`src/rtl/toggle_hs_receiver_if.sv`:
```
// Bundle of the toggle-handshake request side and the valid/ready output side.
// The receiver takes the slave modport; the sender/consumer environment takes master.
interface toggle_hs_receiver_if #(
    parameter int unsigned WIDTH = 8,
    parameter int unsigned DEPTH = 4
);
    localparam int unsigned CW = $clog2(DEPTH) + 1;

    logic             req_toggle;
    logic [WIDTH-1:0] req_data;
    logic             ack_toggle;
    logic [WIDTH-1:0] out_data;
    logic             out_valid;
    logic             out_ready;
    logic [CW-1:0]    count;
    logic             proto_err;

    modport master (
        output req_toggle, req_data, out_ready,
        input  ack_toggle, out_data, out_valid, count, proto_err
    );

    modport slave (
        input  req_toggle, req_data, out_ready,
        output ack_toggle, out_data, out_valid, count, proto_err
    );
endinterface

```
`src/rtl/toggle_hs_receiver.sv`:
```
// Two-phase (toggle) handshake receiver: acks each accepted word by flipping ack_toggle
// and buffers the words in a small FIFO drained through a valid/ready port.
module toggle_hs_receiver #(
    parameter int unsigned WIDTH = 8,
    parameter int unsigned DEPTH = 4
) (
    input logic                clk,
    input logic                rst,
    toggle_hs_receiver_if.slave bus
);
    localparam int unsigned AW = $clog2(DEPTH);
    localparam int unsigned CW = AW + 1;

    logic [WIDTH-1:0] mem [DEPTH];
    logic [AW-1:0]    wr_ptr_q, rd_ptr_q;
    logic [CW-1:0]    count_q;
    logic             ack_q;
    logic             req_prev_q;
    logic             pend_q;
    logic             err_q;

    logic pending, pop, accept, full, out_valid;

    always_comb begin
        out_valid = (count_q != '0);
        full      = (count_q == CW'(DEPTH));
        pending   = (bus.req_toggle != req_prev_q);
        pop       = ~rst & out_valid & bus.out_ready;
        // A pop on the same edge frees the slot, so a full FIFO still writes through.
        accept    = ~rst & pending & (~full | pop);
    end

    always_ff @(posedge clk) begin
        if (rst) begin
            wr_ptr_q   <= '0;
            rd_ptr_q   <= '0;
            count_q    <= '0;
            ack_q      <= 1'b0;
            req_prev_q <= bus.req_toggle;
            pend_q     <= 1'b0;
            err_q      <= 1'b0;
        end else begin
            pend_q <= pending & ~accept;
            // Still waiting on a held event, yet the request level reverted: a toggle was lost.
            if (pend_q && !pending) begin
                err_q <= 1'b1;
            end
            if (accept) begin
                wr_ptr_q   <= wr_ptr_q + 1'b1;
                req_prev_q <= bus.req_toggle;
                ack_q      <= ~ack_q;
            end
            if (pop) begin
                rd_ptr_q <= rd_ptr_q + 1'b1;
            end
            if (accept && !pop) begin
                count_q <= count_q + 1'b1;
            end else if (pop && !accept) begin
                count_q <= count_q - 1'b1;
            end
        end
    end

    always_ff @(posedge clk) begin
        if (accept) begin
            mem[wr_ptr_q] <= bus.req_data;
        end
    end

    assign bus.ack_toggle = ack_q;
    assign bus.out_valid  = out_valid;
    assign bus.out_data   = out_valid ? mem[rd_ptr_q] : '0;
    assign bus.count      = count_q;
    assign bus.proto_err  = err_q;
endmodule

```
`src/flat_wrapper.sv`:
```
// flat-port wrapper written by rule: the top's interface ports become plain ports
module toggle_hs_receiver_flat 
#(
    parameter int unsigned WIDTH = 8,
    parameter int unsigned DEPTH = 4
)
  (clk, rst, bus_req_toggle, bus_req_data, bus_out_ready, bus_ack_toggle, bus_out_data, bus_out_valid, bus_count, bus_proto_err);
  toggle_hs_receiver_if #(.WIDTH(WIDTH), .DEPTH(DEPTH)) bus_i ();
  input logic clk;
  input logic rst;
  input wire logic [$bits(bus_i.req_toggle)-1:0] bus_req_toggle;
  input wire logic [$bits(bus_i.req_data)-1:0] bus_req_data;
  input wire logic [$bits(bus_i.out_ready)-1:0] bus_out_ready;
  output wire logic [$bits(bus_i.ack_toggle)-1:0] bus_ack_toggle;
  output wire logic [$bits(bus_i.out_data)-1:0] bus_out_data;
  output wire logic [$bits(bus_i.out_valid)-1:0] bus_out_valid;
  output wire logic [$bits(bus_i.count)-1:0] bus_count;
  output wire logic [$bits(bus_i.proto_err)-1:0] bus_proto_err;
  assign bus_i.req_toggle = bus_req_toggle;
  assign bus_i.req_data = bus_req_data;
  assign bus_i.out_ready = bus_out_ready;
  assign bus_ack_toggle = bus_i.ack_toggle;
  assign bus_out_data = bus_i.out_data;
  assign bus_out_valid = bus_i.out_valid;
  assign bus_count = bus_i.count;
  assign bus_proto_err = bus_i.proto_err;
  toggle_hs_receiver #(.WIDTH(WIDTH), .DEPTH(DEPTH)) u_core (.clk(clk), .rst(rst), .bus(bus_i));
endmodule
```
`config.mk`:
```
export PLATFORM = sky130hd
export DESIGN_NAME = toggle_hs_receiver_flat
export DESIGN_NICKNAME = d
export VERILOG_FILES = /design/src/rtl/toggle_hs_receiver_if.sv /design/src/rtl/toggle_hs_receiver.sv /design/src/flat_wrapper.sv
export SDC_FILE = /design/constraint.sdc
export NUM_CORES = 1
export LEC_CHECK = 0
export BUFFER_PORTS_ARGS = -buffer_cell sky130_fd_sc_hd__clkbuf_2
export CORE_ASPECT_RATIO = 0.6
export CORE_UTILIZATION = 50
export CTS_CLUSTER_DIAMETER = 30
export DETAILED_ROUTE_END_ITERATION = 8
export MAX_ROUTING_LAYER = met4
export PLACE_DENSITY = 0.74
export SETUP_SLACK_MARGIN = 0.1
export SYNTH_ARGS = -nofsm -noshare
export SYNTH_HDL_FRONTEND = slang
export SYNTH_SLANG_ARGS = --single-unit
```
`constraint.sdc`:
```
create_clock -name clk -period 2.4 [get_ports clk]
set_input_delay 0.36 -clock clk [delete_from_list [all_inputs] [get_ports clk]]
set_output_delay 0.36 -clock clk [all_outputs]
set_load 0.01 [all_outputs]
```
# Word-level counts from Yosys, hierarchy flattened
# Memory sizes are Yosys's and may differ from the RTL's. A register that Yosys moved wholly into a read port is not among the register bits.
# Cells that the tools add are included.
[word_totals]
rom_bits = 0
inputBits = 12
reg_bits = 11
word_cells = 42
mem_bits_rw = 32
output_inout_bits = 14
latchBits = 0
mem_count = 1
[memory_table]
columns = ["name", "depth", "width", "rd", "rd_clocked_by_memory_dff", "write_ports", "line_no", "text"]
rows = [
  ["u_core.mem", 4, 8, 1, 1, 1, "toggle_hs_receiver.sv:14", "logic [WIDTH-1:0] mem [DEPTH];"],
]
[op_classes]
n_shift = 0
multipliers = 0
div_mod_pow = 0
mux = 9
n_addsub = 4
n_eq_ne = 2
n_bitwise = 10
reduce_logical = 9
n_lt_le_gt_ge = 0
[op_table]
columns = ["op", "n"]
rows = [
  ["8-bit 2-to-1 mux", 1],
  ["3-bit 2-to-1 mux", 2],
  ["1-bit AND", 5],
  ["2-bit by 1-bit adder with 2-bit output, second input constant", 2],
  ["1-bit 2-to-1 mux", 4],
  ["2-bit 2-to-1 mux", 2],
  ["1-bit NOT", 4],
  ["2-bit nonzero test", 2],
  ["3-bit by 1-bit adder with 3-bit output, second input constant", 1],
  ["3-bit == test, second input constant", 1],
  ["1-bit logical AND", 3],
  ["1-bit zero test", 3],
  ["3-bit nonzero test", 1],
  ["3-bit by 1-bit subtractor with 3-bit output, second input constant", 1],
  ["1-bit inequality test", 1],
  ["1-bit bitwise OR", 1],
]

# Longest topological paths before layout
[logic_depth]
depth_word = 9
depth_mapped = 9

# Least setup slack after synthesis
# Ideal clock, no wire load.
[synth_path]
kind = "input -> register"
start = "in rst"
end = "reg u_core.count_q[2] (netlist: u_core.bus.count[2])"
slack_ps = 174
stages = 9
required_time_ps = 2330
arrival_ps = 2156
setup_time_ps = 70
cell_sequence = "buf_6 > nand2b_4 > a311oi_4 > ha_1 > inv_1 > fa_1 > xor2_1 > or3_1 > a21oi_1"
[synth_between]
elab_chain_cells = 8
[synth_lines]
columns = ["item", "line_no", "text"]
rows = [
  ["start: declaration", "flat_wrapper.sv:10", "input logic rst;"],
  ["1-bit NOT (*)", "toggle_hs_receiver.sv:28, toggle_hs_receiver.sv:30", ""],
  ["1-bit AND (2 in series)", "toggle_hs_receiver.sv:28", "pop = ~rst & out_valid & bus.out_ready;"],
  ["1-bit bitwise OR", "toggle_hs_receiver.sv:30", "accept = ~rst & pending & (~full | pop);"],
  ["1-bit AND (*)", "toggle_hs_receiver.sv:30", ""],
  ["named net u_core.accept", "toggle_hs_receiver.sv:22", "logic pending, pop, accept, full, out_valid;"],
  ["1-bit zero test", "toggle_hs_receiver.sv:58", "end else if (pop && !accept) begin"],
  ["1-bit logical AND", "toggle_hs_receiver.sv:58", ""],
  ["2-bit nonzero test (no source line)", "-", ""],
  ["end signal: assignment", "toggle_hs_receiver.sv:57", "count_q <= count_q + 1'b1;"],
  ["end signal: assignment", "toggle_hs_receiver.sv:59", "count_q <= count_q - 1'b1;"],
  ["end: declaration", "toggle_hs_receiver.sv:16", "logic [CW-1:0] count_q;"],
]
# The timed path passes the listed nets; every way through them passes the cells marked *.
# A chain may end at the register's enable or synchronous reset.

# Final worst setup path
[layout_path]
start = "reg u_core.req_prev_q"
end = "reg u_core.count_q[2] (netlist: u_core.bus.count[2])"
[layout_between]
elab_chain_cells = 6
[layout_lines]
columns = ["item", "line_no", "text"]
rows = [
  ["start: declaration", "toggle_hs_receiver.sv:18", "logic req_prev_q;"],
  ["start signal: assignment", "toggle_hs_receiver.sv:39", "req_prev_q <= bus.req_toggle;"],
  ["start signal: assignment", "toggle_hs_receiver.sv:50", "req_prev_q <= bus.req_toggle;"],
  ["1-bit inequality test (*)", "toggle_hs_receiver.sv:27", "pending = (bus.req_toggle != req_prev_q);"],
  ["1-bit AND (*) (2 in series)", "toggle_hs_receiver.sv:30", ""],
  ["named net u_core.accept", "toggle_hs_receiver.sv:22", ""],
  ["1-bit zero test", "toggle_hs_receiver.sv:58", ""],
  ["1-bit logical AND", "toggle_hs_receiver.sv:58", ""],
  ["2-bit nonzero test (no source line)", "-", ""],
]
# Marks and branches as above.

==> impl_results.md <==
- Hold depth: 1
- Post-synth top area share: a little over half
- Worst slew pin tran: ~0.5 ns
- Dpl cell area: around 2100 µm²
- Final Hold Vio Count: 0
- N_diodes: 0
- Max Fanout on Critical Path: 2
- Via Count: roughly 1000
- Status: finished clean
- Syn avg cell area: ~17 µm²
- Final worst-path cycle share: roughly 93%
- Critical Path Source Type: flop
- CORE AREA: roughly 3400 µm²
- Register area: between 1000 and 1500 µm²
- Inserted Clock Buffers: 5
- Slew Limit Fails: 0
- Setup WS pre-CTS: around 0.059 ns
- Antenna violations before repair: 0
- Cell count after synthesis: roughly 120
- Max Fclk: between 400 and 500 MHz
- Syn. warnings: 0
- Final Cell Area: 2200 µm²
- Slew headroom: between 60% and 70%
- Skew-Pair Late Insertion Delay: around 0.29 ns
- DIE AREA: 4060 µm²
- Synth Cell Area: 1900 µm²
- RSZ-0062 raised after global routing: yes
- Chip Height: between 40 and 50 µm
- Post-route ant nets: 0
- Setup TNS: 0 ns
- Syn Nets: between 100 and 150
- Critical path type: flop to flop
- Most frequent cells in the layout: 33 x edfxtp_1, 25 x clkbuf_2, 10 x dfxtp_1, 9 x nor2_1
- Max_cap viols: 0
- TritonCTS clock tree: yes
- Endpoints failing setup: 0
- DRC errors left: 0
- Worst VDD drop: 0.510 mV
- P_leak: approximately 0.85 nW
- Cell taking the most area after synthesis: edfxtp_1
- Layout cells sized above 1: approximately 36%
- Setup Skew: between 0.002 and 0.003 ns
- Starting Density: approximately 55%
- Global route overflow: 0
- Post-Route WL: 3.12 mm
- Vias in the first global route: approximately 1100
- Die width: between 80 and 90 µm
- CP arrival: 2.45 ns
- DRT Pass-1 Iters: 4
- First-pass GRT wire length: between 5 and 6 mm
- Gpl congestion: 0.755
- Initial DRC Count: 94
- Worst r2r path cells: 8
- Total GRT Usage: 18.5%
- Fillers: approximately 270
- Dominant cells by area after synthesis: edfxtp_1 52%, dfxtp_1 13%, mux4_2 9.5%
- Path type of the worst min-delay path: input pin to flop
- Minimum clock period: about 2.2 ns
- Required time worst endpoint: 2.62 ns
- Layout overhead on the synthesized area: 15.9%
- Std-Cell Rows: 16
- WL/cell: between 15 and 20 µm
- Clock root cell: clkbuf_8
- Clk buf depth: 2
- Seq/Total Area, Yosys: around two thirds
- Worst setup EP type: flop
- CTS clk-pin slew, worst paths: about 0.08 ns
- Multi-input logic area: approximately 650 µm²
- Synth unique cells: 30
- # IOs: 26
- Number of buffers added on ports: 25
- Most common cell after layout, fill and taps aside: edfxtp_1
- Power Density: 1070 nW/µm²
- Hold_ws: 0.291 ns
- H-tree level count: 2
- Final HPWL from detailed placement: around 2.2 mm
- Pin count of the biggest net entering global routing: 18
- Final #Nets: approximately 170
- Power, Total: 2.36 mW
- Worst Slack Setup Final: 0.172 ns
- Sinks on the clock net: 45
- FF+latch count, synth: 45
- Vias/cell: about 5.4
worst max-delay path: stages (launching register included):
cell and delay [ns]:
edfxtp_1 0.46, xnor2_4 0.19, a311oi_4 0.24, ha_2 0.22, inv_1 0.05, fa_1 0.38
xor2_1 0.16, or3_1 0.30, a21oi_1 0.15
report_power, final:
part	leakage [nW]	internal, mW	total (mW)	switching (mW)
combinational	0.403	0.435	0.885	0.450
sequential	0.400	0.954	1.05	0.0969
clock	0.0430	0.196	0.429	0.233
total	0.846	1.58	2.36	0.779
area by class of cell:
cell class | instances | share of cell area, %
clock buffers | 5 | 3.13
inverters | 4 | 0.682
flip-flops and latches | 45 | 56.0
well taps | 45 | 2.56
repair buffers | 31 | 7.73
multi-input cells | 62 | 29.3
clock inverters | 3 | 0.568
synth_stat cells:
master / n
o31ai_1: 1
a31oi_4: 1
buf_6: 1
and2b_1: 8
nor2_1: 9
nand2b_1: 2
xnor2_2: 1
inv_1: 4
clkbuf_1: 2
a21oi_1: 2
nand2b_4: 1
mux2i_1: 2
nor3_1: 2
o311ai_1: 1
xor2_1: 4
mux4_2: 8
o21ai_0: 1
mux2_1: 2
a311oi_4: 1
and2_1: 4
nand3_1: 1
edfxtp_1: 33
ha_1: 5
or3_1: 1
nor2b_1: 1
dfxtp_1: 12
fa_1: 1
nor2_2: 1
buf_4: 1
or2_1: 2
what timing repair did:
action                     in CTS  in global routing
gates resized for setup         2                  3
pin swaps                       2                  3
hold buffers                    0                  0
buffers inserted                1                  1
setup endpoints to repair       1                  9
path summary, 6_finish.rpt:
kind,from,slack [ns],to
hold reg to reg,u_core.pend_q,0.50,u_core.bus.proto_err
hold / removal,bus_req_data[4],0.29,u_core.mem[1][4]
setup reg to reg,u_core.req_prev_q,0.17,u_core.bus.count[2]
setup / recovery,u_core.req_prev_q,0.17,u_core.bus.count[2]
flip-flops by register name, indices dropped and copies added, names as in the netlist, named ones only:
name / count
u_core.bus.ack_toggle: 1
u_core.bus.count: 3
u_core.bus.proto_err: 1
u_core.mem: 32
u_core.pend_q: 1
u_core.rd_ptr_q: 2
u_core.req_prev_q: 1
u_core.wr_ptr_q: 2
cells by family after synthesis:
logic type,share of synthesized area [%]
compound gates,4.15
xor+xnor,2.70
fa+ha+maj,4.35
buf+inv,2.17
flops,64.8
mux,11.7
simple gates,10.1
stage by stage:
stage / instances / util [%]
final: 195 / 64.0
after global routing: 195 / 64.0
after CTS: 194 / 63.5
after detailed placement: 185 / 60.5
after global placement: 185 / 60.5
after floorplan: 115 / -
layer usage:
layer | wire length, µm | vias up | GRT usage [%]
li1 | - | 489 | -
met1 | 1380 | 527 | 24.9
met2 | 1560 | 29 | 27.4
met3 | 165 | 4 | 5.56
met4 | 19 | 0 | 5.26
met5 | 0 | - | -
(Power assumes the default switching activity.)
